==> config.mk <==
export PLATFORM = sky130hd
export DESIGN_NAME = rot_cell_wide
export DESIGN_NICKNAME = d
export VERILOG_FILES = /design/src/rtl/rot_cell_wide.sv
export SDC_FILE = /design/constraint.sdc
export NUM_CORES = 1
export LEC_CHECK = 0
export ABC_AREA = 0
export CAP_MARGIN = 0
export CORE_AREA = 2 2 39 41
export DETAILED_ROUTE_END_ITERATION = 10
export DIE_AREA = 0 0 41 43
export GPL_TIMING_DRIVEN = 0
export PLACE_DENSITY_LB_ADDON = 0.05
export SLEW_MARGIN = 15
export SYNTH_ARGS = -nofsm -noshare
export SYNTH_HDL_FRONTEND = slang
export SYNTH_SLANG_ARGS = --single-unit
==> constraint.sdc <==
create_clock -name clk -period 4.3 [get_ports clk]
set_clock_uncertainty 0.15 [all_clocks]
set_input_delay 0.645 -clock clk [delete_from_list [all_inputs] [get_ports clk]]
set_output_delay 0.645 -clock clk [all_outputs]
set_load 0.01 [all_outputs]
==> src/rtl/rot_cell_wide.sv <==
// Rotatable WIDTH-bit logic cell with a DEPTH-stage register pipeline on the top->left path.
// Define ROT_CELL_WIDE_SCAN_EN to add a serial scan chain through the pipeline bits.
module rot_cell_wide #(
    parameter int WIDTH = 1,
    parameter int DEPTH = 1
) (
    input  logic             clk,
    input  logic             rst,
    input  logic             trig,
    input  logic             load,
    input  logic [1:0]       load_rot,
    input  logic [WIDTH-1:0] in_t,
    input  logic [WIDTH-1:0] in_r,
    input  logic [WIDTH-1:0] in_b,
    input  logic [WIDTH-1:0] in_l,
    input  logic [WIDTH-1:0] in_i,
    input  logic             en_i,
`ifdef ROT_CELL_WIDE_SCAN_EN
    input  logic             scan_en,
    input  logic             scan_in,
    output logic             scan_out,
`endif
    output logic [WIDTH-1:0] out_t,
    output logic [WIDTH-1:0] out_r,
    output logic [WIDTH-1:0] out_b,
    output logic [WIDTH-1:0] out_l,
    output logic [WIDTH-1:0] out_o,
    output logic [1:0]       rot_o
);

    localparam int NBITS = WIDTH * DEPTH;

    logic [1:0]       rot_q, rot_d;
    logic [NBITS-1:0] pipe_q, pipe_d, normal_d;
    logic [WIDTH-1:0] x_t, x_r, x_b, x_l;
    logic [WIDTH-1:0] t_out, rb_out, l_out;

    always_comb begin
        rot_d = rot_q;
        if (load)
            rot_d = load_rot;
        else if (trig)
            rot_d = rot_q + 2'd1;
    end

    always_ff @(posedge clk or posedge rst) begin
        if (rst)
            rot_q <= 2'd0;
        else
            rot_q <= rot_d;
    end

    // Physical edges are mapped onto the upright logical cell.
    always_comb begin
        x_t = in_t;
        x_r = in_r;
        x_b = in_b;
        x_l = in_l;
        case (rot_q)
            2'd1: begin x_t = in_l; x_r = in_t; x_b = in_r; x_l = in_b; end
            2'd2: begin x_t = in_b; x_r = in_l; x_b = in_t; x_l = in_r; end
            2'd3: begin x_t = in_r; x_r = in_b; x_b = in_l; x_l = in_t; end
            default: ;
        endcase
    end

    assign t_out  = ~(x_r & x_b);
    assign rb_out = x_l;
    assign l_out  = pipe_q[NBITS-1 -: WIDTH];

    always_comb begin
        out_t = t_out;
        out_r = rb_out;
        out_b = rb_out;
        out_l = l_out;
        case (rot_q)
            2'd1: begin out_t = rb_out; out_r = rb_out; out_b = l_out;  out_l = t_out;  end
            2'd2: begin out_t = rb_out; out_r = l_out;  out_b = t_out;  out_l = rb_out; end
            2'd3: begin out_t = l_out;  out_r = t_out;  out_b = rb_out; out_l = rb_out; end
            default: ;
        endcase
    end

    assign normal_d[WIDTH-1:0] = en_i ? in_i : x_t;

    for (genvar gi = 1; gi < DEPTH; gi++) begin : g_stage
        assign normal_d[gi*WIDTH +: WIDTH] = pipe_q[(gi-1)*WIDTH +: WIDTH];
    end

`ifdef ROT_CELL_WIDE_SCAN_EN
    logic [NBITS-1:0] shift_d;

    // The flattened pipeline vector is already in chain order: stage[0] bit 0 first.
    if (NBITS == 1) begin : g_shift_one
        assign shift_d = scan_in;
    end else begin : g_shift_many
        assign shift_d = {pipe_q[NBITS-2:0], scan_in};
    end

    assign scan_out = pipe_q[NBITS-1];

    always_comb begin
        pipe_d = scan_en ? shift_d : normal_d;
    end
`else
    always_comb begin
        pipe_d = normal_d;
    end
`endif

    always_ff @(posedge clk or posedge rst) begin
        if (rst)
            pipe_q <= '0;
        else
            pipe_q <= pipe_d;
    end

    assign out_o = l_out;
    assign rot_o = rot_q;

endmodule

==> metrics.txt <==
ys flop type=dfrtp_1; Final ANT Viol Nets=0; clock power share=0.241; sw frac=0.3465; Simple-Gate Fraction of Synth Area=0.09574; WL final=921 um; register area=about 75 um2; RSZ-0062 raised after global routing=no; largest net degree at the start of global routing=8; WP data required=between 3 and 4 ns; total track usage=0.1237; first-pass GRT wire length=between 1500 and 2000 um; max-cap viol count=0; leakage=around 0.00025 uW; RR Endpoint=out_o$_DFF_PP0_; total power=a little under 200 uW; Routed WL per cell=between 10 and 15 um; DR vias/cell=5.217; critical path cell sequence=clkdlybuf4s50_1, a222oi_1, a21oi_1, a221o_1, clkdlybuf4s50_1; combinational family with the most area after synthesis=compound AO/OA/AOI/OAI gates; die area=approximately 0.0018 mm2; H-tree Lvls=1; mux contribution to synthesized area=0.05674; CP Max Fanout=5; worst hold path class=in2async; Compound-Gate Fraction of Synth Area=0.4043; CTS Buf Count=3; WHS=about 0.43 ns; Slowest-stage cell, CP=a222oi_1; r2r setup slk=2.60 ns; most frequent CP cell=clkdlybuf4s50_1; Clock Pin Slew Worst Setup and Hold Paths=0.04 ns; Core Region=around 0.0014 mm2; Data arrival, critical path=around 2.6 ns; antenna violations before repair=0; share of layout cells above drive strength 1=0.05970; Commonest cells post-synth=nand2_1 (7), inv_1 (6), o21ai_0 (5); DRC=0; final worst-path cycle share=0.7911; clock root buffer master=clkbuf_4; Post-CTS Setup Bufs=0; Avg Inst Size Synth=roughly 7.8 um2; sequential fraction of the synthesis area=0.2128; Yosys top cell area share=0.2128; Initial Util=0.2550; Global Route met3 Usage=0; Tmin final=roughly 3.4 ns; NetSw=between 60 and 70 uW; area leader, netlist=dfrtp_1; pin slew with the least headroom to its limit=roughly 0.47 ns; Port Buffer Count=18; GR peak layer=met2; footprint of the multi-input gates=about 260 um2; Yosys warning count=0; vias in the first global route=~440; Setup TNS=0 ns; Layout area overhead=64.18%; TritonCTS clock tree=done; Final WS setup=0.8984 ns; top-count cell post-synth=nand2_1; Post-Place Setup Slack=approximately 0.90 ns; Reg power frac=0.191; GRT overflow=0; ant diodes=0; Synth Area in XOR/XNOR=0.02482; routability congestion estimate=0.6531; FF-to-FF Start=rot_o[0]$_DFFE_PP0P_; max_slew headroom=0.6845; dpl hpwl=~740 um; Post-synth EDFFs=0; Mapped Cells=between 40 and 50; Max Buffers Root-to-Sink=2; Final Max Tran Viols=0; detailed-route via count=approximately 430; Syn Nets=61; M1 GR Usage=0.1392; type of origin of the critical path=input port; synth unique cells=18; mapped cell area=approximately 350 um2; status=finished, final reports clean; clk_lat worst skew=~0.23 ns; type of destination of the critical path=output pin; Die W=41 um; Die H=~43 um; critical path class=in2out; nets=84; Max Clk Rate=between 200 and 300 MHz; Post-CTS Hold Buffers=0; post-cts resize count=0; Slowest Stage Delay on Critical Path=roughly 0.52 ns; Rows=14; Synth area leaders=dfrtp_1 (21%), ha_1 (14%), nand2_1 (7.4%); pwr dens=about 340 mW/mm2; P_int=roughly 130 uW; Synth Register Bits=3; clock sink count=3; Fin. Hold Viols=0; Initial DRC Count=8; 1st-pass router iterations=4; R2R depth=6; async set-reset flop share out of synthesis=1.000; GRT met2 Usage=0.2000; I/O pin total=19; combinational power share=0.569; Final setup viols=0; # fillers=~150; post-synthesis adder-cell area fraction=0.1418; maximum VDD drop=~160 uV
[registers in the layout, summed over array words and instances (netlist names)]
name,flops
out_o,1
rot_o,2
[power by group through the flow]
stage / combinational, uW / sequential, uW / clock (uW)
after floorplan: 59.0 / 38.9 / 0
after global placement: 114 / 38.5 / 0
after detailed placement: 113 / 38.4 / 0
after CTS: 114 / 38.1 / 49.6
after global routing: 124 / 38.5 / 52.4
final: 113 / 37.9 / 47.7
[logic make-up after synthesis]
logic type      count (synthesis)
compound gates                 20
xor+xnor                        1
fa+ha+maj                       4
buf+inv                         6
flops                           3
mux                             2
simple gates                    9
[cell type report]
class / instances / area share
Clock buffer: 4 / 0.04536
Inverter: 6 / 0.03888
Multi-Input combinational cell: 36 / 0.4406
Sequential cell: 3 / 0.1296
Tap cell: 16 / 0.03456
Timing Repair Buffer: 18 / 0.3110
[placed cells by master (no fill, tap or decap)]
master	Yosys	routed
clkdlybuf4s50_1	0	18
nand2_1	7	7
inv_1	6	6
o21ai_0	5	5
ha_1	4	4
a21boi_0	3	3
clkbuf_4	0	3
dfrtp_1	3	3
a222oi_1	2	2
nor2_1	2	2
a21oi_1	2	2
a22oi_1	2	2
mux2i_1	2	2
xnor2_1	1	1
o22ai_1	1	1
a221o_1	1	1
o22a_2	1	1
o22a_1	1	1
a221oi_1	1	1
a31oi_1	1	1
clkbuf_1	0	1
[layer usage]
metal,wire [um],share of wire
met1,349,0.38
met5,0,0
met3,67,0.073
met2,493,0.54
met4,10,0.011
[worst max path at each step]
stage / depth (start not counted) / slack, ns / start / end
floorplan: 5 / 1.85 / rot_o[0]$_DFFE_PP0P_ / out_r
global placement: 5 / 0.87 / in_r / out_r
detailed placement: 5 / 0.90 / in_r / out_r
CTS: 5 / 0.88 / in_r / out_r
global route: 5 / 0.80 / in_r / out_r
finish: 5 / 0.90 / in_r / out_r
[through the flow]
step	cells	utilization	cell area, um2
detailed placement	79	0.3996	553.0
CTS	83	0.4186	579.3
global placement	79	0.3996	553.0
floorplan	45	-	352.8
finish	83	0.4186	579.3
global route	83	0.4186	579.3
[worst max-delay path, delay by kind of cell]
family	cells	cell delay (ns)
buf+inv	2	0.95
compound gates	3	1.00
(Power assumes the default switching activity.)
